===== src/rtl/shift_rows_if.sv =====
// Handshake bundle for shift_rows_pipe: upstream valid/ready with data and
// mode bit, downstream valid/ready with permuted data.
// slave  = the pipeline stage, master = the block driving it.
interface shift_rows_if #(
    parameter int LENGTH = 128
);
    logic              in_valid;
    logic              in_ready;
    logic              in_inv;
    logic [LENGTH-1:0] in_data;
    logic              out_valid;
    logic              out_ready;
    logic [LENGTH-1:0] out_data;

    modport slave (
        input  in_valid, in_inv, in_data, out_ready,
        output in_ready, out_valid, out_data
    );

    modport master (
        output in_valid, in_inv, in_data, out_ready,
        input  in_ready, out_valid, out_data
    );
endinterface


===== src/rtl/shift_rows_pipe.sv =====
// shift_rows_pipe: two-stage pipelined Rijndael ShiftRows / InvShiftRows for
// 4, 6 or 8 column states, direction chosen per block by in_inv.
// S1 registers the incoming block and mode bit, the byte permutation is pure
// wiring between S1 and S2, and S2 drives the output.
// Optional feature macro: SHIFT_ROWS_CNT_EN adds a 32-bit count of completed
// output transfers on blk_cnt; without it blk_cnt is constant zero.
module shift_rows_pipe #(
    parameter int BYTE = 8,
    parameter int NB   = 4
) (
    input  logic        clk,
    input  logic        rst,
    shift_rows_if.slave bus,
    output logic [31:0] blk_cnt
);
    // 32*NB for the Rijndael byte width of 8.
    localparam int LENGTH = 4 * BYTE * NB;

    if (NB != 4 && NB != 6 && NB != 8) begin : g_bad_nb
        $error("shift_rows_pipe: NB must be 4, 6 or 8");
    end

    // Row shift amounts; the 256-bit state uses the wider offsets for rows 2/3.
    function automatic int row_shift(input int r);
        if (r == 0) return 0;
        if (NB == 8 && r == 2) return 3;
        if (NB == 8 && r == 3) return 4;
        return r;
    endfunction

    logic              s1_full_q, s1_full_d;
    logic              s1_inv_q,  s1_inv_d;
    logic [LENGTH-1:0] s1_data_q, s1_data_d;
    logic              s2_full_q, s2_full_d;
    logic [LENGTH-1:0] s2_data_q, s2_data_d;

    logic [LENGTH-1:0] fwd_perm;
    logic [LENGTH-1:0] inv_perm;
    logic              s2_unload;
    logic              s1_move;
    logic              in_fire;

    // Fixed byte routing: output byte (row, col) picks the source column
    // rotated by the row shift, one route per direction.
    for (genvar gi = 0; gi < 4 * NB; gi++) begin : g_byte
        localparam int ROW   = gi % 4;
        localparam int COL   = gi / 4;
        localparam int FWD_K = 4 * ((COL + row_shift(ROW)) % NB) + ROW;
        localparam int INV_K = 4 * ((COL - row_shift(ROW) + NB) % NB) + ROW;
        assign fwd_perm[LENGTH-1-BYTE*gi -: BYTE] = s1_data_q[LENGTH-1-BYTE*FWD_K -: BYTE];
        assign inv_perm[LENGTH-1-BYTE*gi -: BYTE] = s1_data_q[LENGTH-1-BYTE*INV_K -: BYTE];
    end

    // Handshake: S2 frees up when downstream takes it, S1 advances into a
    // free (or freeing) S2, and the input is accepted into a free (or freeing) S1.
    // in_ready is forced low while reset is held.
    assign s2_unload    = s2_full_q && bus.out_ready;
    assign s1_move      = s1_full_q && (!s2_full_q || s2_unload);
    assign bus.in_ready = !rst && (!s1_full_q || s1_move);
    assign in_fire      = bus.in_valid && bus.in_ready;

    // Next-state for both stages; a full stage that is not unloading holds.
    always_comb begin
        s1_full_d = s1_full_q;
        s1_inv_d  = s1_inv_q;
        s1_data_d = s1_data_q;
        s2_full_d = s2_full_q;
        s2_data_d = s2_data_q;
        if (in_fire) begin
            s1_full_d = 1'b1;
            s1_inv_d  = bus.in_inv;
            s1_data_d = bus.in_data;
        end else if (s1_move) begin
            s1_full_d = 1'b0;
        end
        if (s1_move) begin
            s2_full_d = 1'b1;
            s2_data_d = s1_inv_q ? inv_perm : fwd_perm;
        end else if (s2_unload) begin
            s2_full_d = 1'b0;
        end
    end

    // Pipeline registers; reset empties both stages and drops in-flight blocks.
    always_ff @(posedge clk) begin
        if (rst) begin
            s1_full_q <= 1'b0;
            s1_inv_q  <= 1'b0;
            s1_data_q <= '0;
            s2_full_q <= 1'b0;
            s2_data_q <= '0;
        end else begin
            s1_full_q <= s1_full_d;
            s1_inv_q  <= s1_inv_d;
            s1_data_q <= s1_data_d;
            s2_full_q <= s2_full_d;
            s2_data_q <= s2_data_d;
        end
    end

    assign bus.out_valid = s2_full_q;
    assign bus.out_data  = s2_data_q;

`ifdef SHIFT_ROWS_CNT_EN
    logic [31:0] blk_cnt_q, blk_cnt_d;

    // Count completed output transfers; wraps naturally at 2^32.
    always_comb begin
        blk_cnt_d = blk_cnt_q;
        if (s2_unload) begin
            blk_cnt_d = blk_cnt_q + 32'd1;
        end
    end

    // Counter register, cleared by reset.
    always_ff @(posedge clk) begin
        if (rst) begin
            blk_cnt_q <= 32'd0;
        end else begin
            blk_cnt_q <= blk_cnt_d;
        end
    end

    assign blk_cnt = blk_cnt_q;
`else
    assign blk_cnt = 32'd0;
`endif

endmodule

===== src/flat_wrapper.sv =====
// flat-port wrapper written by rule: the top's interface ports become plain ports
module shift_rows_pipe_flat 
#(
    parameter int BYTE = 8,
    parameter int NB   = 4
)
  (clk, rst, blk_cnt, bus_in_valid, bus_in_inv, bus_in_data, bus_out_ready, bus_in_ready, bus_out_valid, bus_out_data);
  shift_rows_if bus_i ();
  input  logic clk;
  input  logic rst;
  output logic [31:0] blk_cnt;
  input wire logic [$bits(bus_i.in_valid)-1:0] bus_in_valid;
  input wire logic [$bits(bus_i.in_inv)-1:0] bus_in_inv;
  input wire logic [$bits(bus_i.in_data)-1:0] bus_in_data;
  input wire logic [$bits(bus_i.out_ready)-1:0] bus_out_ready;
  output wire logic [$bits(bus_i.in_ready)-1:0] bus_in_ready;
  output wire logic [$bits(bus_i.out_valid)-1:0] bus_out_valid;
  output wire logic [$bits(bus_i.out_data)-1:0] bus_out_data;
  assign bus_i.in_valid = bus_in_valid;
  assign bus_i.in_inv = bus_in_inv;
  assign bus_i.in_data = bus_in_data;
  assign bus_i.out_ready = bus_out_ready;
  assign bus_in_ready = bus_i.in_ready;
  assign bus_out_valid = bus_i.out_valid;
  assign bus_out_data = bus_i.out_data;
  shift_rows_pipe #(.BYTE(BYTE), .NB(NB)) u_core (.clk(clk), .rst(rst), .bus(bus_i), .blk_cnt(blk_cnt));
endmodule

===== config.mk =====
export PLATFORM = sky130hd
export DESIGN_NAME = shift_rows_pipe_flat
export DESIGN_NICKNAME = d
export VERILOG_FILES = /design/src/rtl/shift_rows_if.sv /design/src/rtl/shift_rows_pipe.sv /design/src/flat_wrapper.sv
export SDC_FILE = /design/constraint.sdc
export NUM_CORES = 1
export LEC_CHECK = 0
export ABC_AREA = 1
export CAP_MARGIN = 40
export CORE_ASPECT_RATIO = 1.1
export CORE_MARGIN = 2
export CORE_UTILIZATION = 36
export CTS_CLUSTER_SIZE = 24
export DETAILED_ROUTE_END_ITERATION = 7
export GPL_TIMING_DRIVEN = 1
export SYNTH_ARGS = -nofsm -noshare
export SYNTH_HDL_FRONTEND = slang
export SYNTH_SLANG_ARGS = --single-unit

===== constraint.sdc =====
create_clock -name clk -period 3.6 [get_ports clk]
set_clock_uncertainty 0.15 [all_clocks]
set_input_delay 0.36 -clock clk [delete_from_list [all_inputs] [get_ports clk]]
set_output_delay 0.36 -clock clk [all_outputs]
set_load 0.03 [all_outputs]

Word-level counts from Yosys, hierarchy flattened. Index checks and enable logic that the tools add are counted.

Output and inout bits: 162. Logic and storage cells: 21. Register bits: 259.

Mux-type cells: 5. Reductions and logical operators: 11.

Operators by type and width (count): $mux 120 (1); $logic_and 1x1->1 (4); $mux 1 (4); $reduce_bool 2->1 (2); $logic_not 1->1 (3); $logic_or 1x1->1 (2).

Logic depth before layout (Yosys ltp).
Depth in word-level cells: 7. Depth in mapped cells: 8.

Worst setup path before layout. No wires, ideal clock.

Kind: input -> output. From: in rst. To: out bus_in_ready. Path buffers: 3. Cell stages on the path: 6. Arrival: 1.204 ns. Path slack: 1.886 ns. Cell sequence: buf_2 inv_2 buf_2 buf_2 nand2_1 inv_1.

Word-level cells in the longest chain between the ends: 2.

Ends and longest elaborated chain: start: declaration (line flat_wrapper.sv:10) `input logic rst;`; $logic_not 1->1 (line shift_rows_pipe.sv:59) `assign bus.in_ready = !rst && (!s1_full_q || s1_move);`; $logic_and 1x1->1 (line shift_rows_pipe.sv:59); end: declaration (line flat_wrapper.sv:16) `output wire logic [$bits(bus_i.in_ready)-1:0] bus_in_ready;`.

Every way passes these cells.

Worst setup path after layout. Same ends and word-level chain as after synthesis.

==> results.cfg <==
[final_layout]
fin_util = 0.476
syn_to_final_growth_pct = 31.1
n_antenna_cell = 0
n_fill_cell = 3261
nets = 2092
drive_gt1_frac = 0.0343

[logic_synthesis]
ys_seq_area_frac = 0.445
synth_fa_ha_area_frac = 0
synth_compound_area_frac = 0.0283
netlist_area_um2 = 11700
ys_warn_count = 0
synth_xor_area_frac = 0
syn_inst = 1787
ys_types = 16
synth.area.mux_share = 0
synth_top_family_by_area = simple AND/OR/NAND/NOR gates
synth-seq-cells = 259
synth-simple-area-share = 0.388
syn_avg_cell_area_um2 = 6.52

[placed_design]
io_buffers = 262
dp_hpwl_um = 20500
gp_congestion = 0.776

[clock_tree]
clkSinkCount = 259
clk_path_buf_depth = 3
numCtsBuffers = 29
cts_tree = yes
h-tree-depth = 1
cts_root_buffer = clkbuf_16
cts_hold_buf = 0
cts_resized = 0
clk_latency_ns = 0.54
clk_pin_slew_ns = 0.06
post_cts_buffers = 0

[power_and_ir_drop]
vdd_drop_max_v = 0.000335
p_leak_nw = 7.01
powerDensity_nw_per_um2 = 492

[sta]
setup_viol = 0
slew_viol_final = 0
rsz0062_at_grt = no
fmax_ghz = 0.388
worst_pin_slew_ns = 0.912
finalCritPeriodShare = 0.717
period_needed_ns = 2.58
tns_ns = 0
slew-limit-headroom = 0.392
final-hold-violation-count = 0

[floorplanning]
start_util = 0.363
rows = 69
io_pins = 295
fp.dieW_um = 176
core_area_um2 = 32100
die_area_um2 = 33800
die_height_um = 193

[run_status]
outcome = complete, no violations

[job]
maxCapViolCount = 0

[global_route]
grt_max_degree = 150
grt_first_pass_wirelength_um = 53100
first_global_vias = 10400
grt_use_total = 0.193
grt_overflow_total = 0
antenna_found_initial = 0

[worst_setup_path]
regToRegSetupSlack_ns = 1.34
worst_setup_path_start_kind = primary input
cp-end-kind = output pin
worstPathMaxFanout = 111
setup.worst_path.class = primary input to output pin
cp.arrival_ns = 2.07
worstPathRequired_ns = 3.09

[routing]
via_per_inst = 4.53
num_vias = 10900
drc = 0
dr.first_iter.drc_count = 623
ant_nets = 0
drt_pre_antenna_iters = 5
routed_wl_um = 33200
post_drt_wl_per_cell_um = 13.8

[worst_hold_path]
hp-class = primary input to flip-flop
-- worst paths after layout --
kind / end / from / depth (start not counted)
hold / removal: u_core.s1_data_q[127] / bus_in_valid / 3
setup reg to reg: u_core.bus.out_data[15] / u_core.s1_full_q / 6
setup / recovery: bus_in_ready / rst / 5
hold reg to reg: u_core.bus.out_data[10] / u_core.bus.out_data[10] / 2
-- cell usage in the layout (no fill, tap or decap), types with 3 or more instances in the layout --
master and instances:
nand2_1 515, conb_1 32, clkbuf_8 6, dfxtp_1 257, clkbuf_1 8, nand3_1 64, clkbuf_16 30, clkinv_2 3
o21ai_0 64, nor2_1 385, clkdlybuf4s50_1 260, buf_12 4, nand4_1 129, bufinv_16 3, inv_1 196, buf_4 10
-- layer usage --
layer / track usage / vias up / routed length, µm
li1: - / 5750 / -
met1: 0.248 / 4828 / 15000
met5: 0 / - / 0
met2: 0.321 / 264 / 15100
met4: 0.0661 / 0 / 948
met3: 0.0404 / 57 / 2010
-- cell families (layout without fill, tap and decap cells) --
logic type | Yosys count | after routing
buffers and inverters | 364 | 526
DFF | 259 | 259
other | 1 | 32
and+or+nand+nor | 1097 | 1097
AOI/OAI and AO/OA | 66 | 66
-- layout make-up --
type                       count  area, µm²  share of cell area
clock inverter                 8        123             0.00802
timing repair buffer         276       2810               0.184
inverter                     198        751              0.0491
tap                          426        533              0.0349
multi-input combinational   1195       5010               0.328
sequential                   259       5190               0.340
clock buffer                  44        863              0.0565
-- Yosys cell counts --
cell type,number,area share
conb_1,1,0.00032
buf_4,36,0.023
nand4_1,129,0.069
nand3_2,1,0.00086
inv_2,2,0.00064
a21oi_1,2,0.00086
nand3_1,65,0.028
nor2_1,385,0.12
o21ai_0,64,0.027
inv_1,196,0.063
buf_1,3,0.00097
buf_2,82,0.035
buf_6,1,0.00097
dfxtp_1,259,0.44
nand2_1,517,0.17
clkbuf_1,44,0.014
-- sequential cells by signal (all words and copies together) (netlist names) --
signal	flops
u_core.bus.out_data	128
u_core.s1_data_q	128
u_core.bus.out_valid	1
u_core.s1_full_q	1
u_core.s1_inv_q	1
-- critical path: stages --
cell and delay, ns:
buf_4 0.26, inv_8 0.46, nand2_1 0.11, inv_1 0.07, clkdlybuf4s50_1 0.66
-- stage by stage --
step / area [µm²] / cells / hold WS [ns] / total power, mW / setup WS, ns
CTS: 15300 / 2406 / 0.123 / 7.62 / 1.04
finish: 15300 / 2406 / 0.147 / 7.52 / 1.02
detailed placement: 14300 / 2354 / 0.307 / 4.54 / 0.996
floorplan: 11800 / 1818 / 0.348 / 4.06 / 1.89
global placement: 14200 / 2352 / 0.303 / 4.52 / 1.02
global route: 15300 / 2406 / 0.144 / 7.90 / 0.962
-- power breakdown --
part | internal (mW) | switching (mW) | leakage (nW)
sequential | 3.08 | 0.107 | 2.14
combinational | 0.508 | 0.781 | 4.38
clock | 1.86 | 1.19 | 0.485
total | 5.44 | 2.08 | 7.01
(Power assumes the default switching activity.)
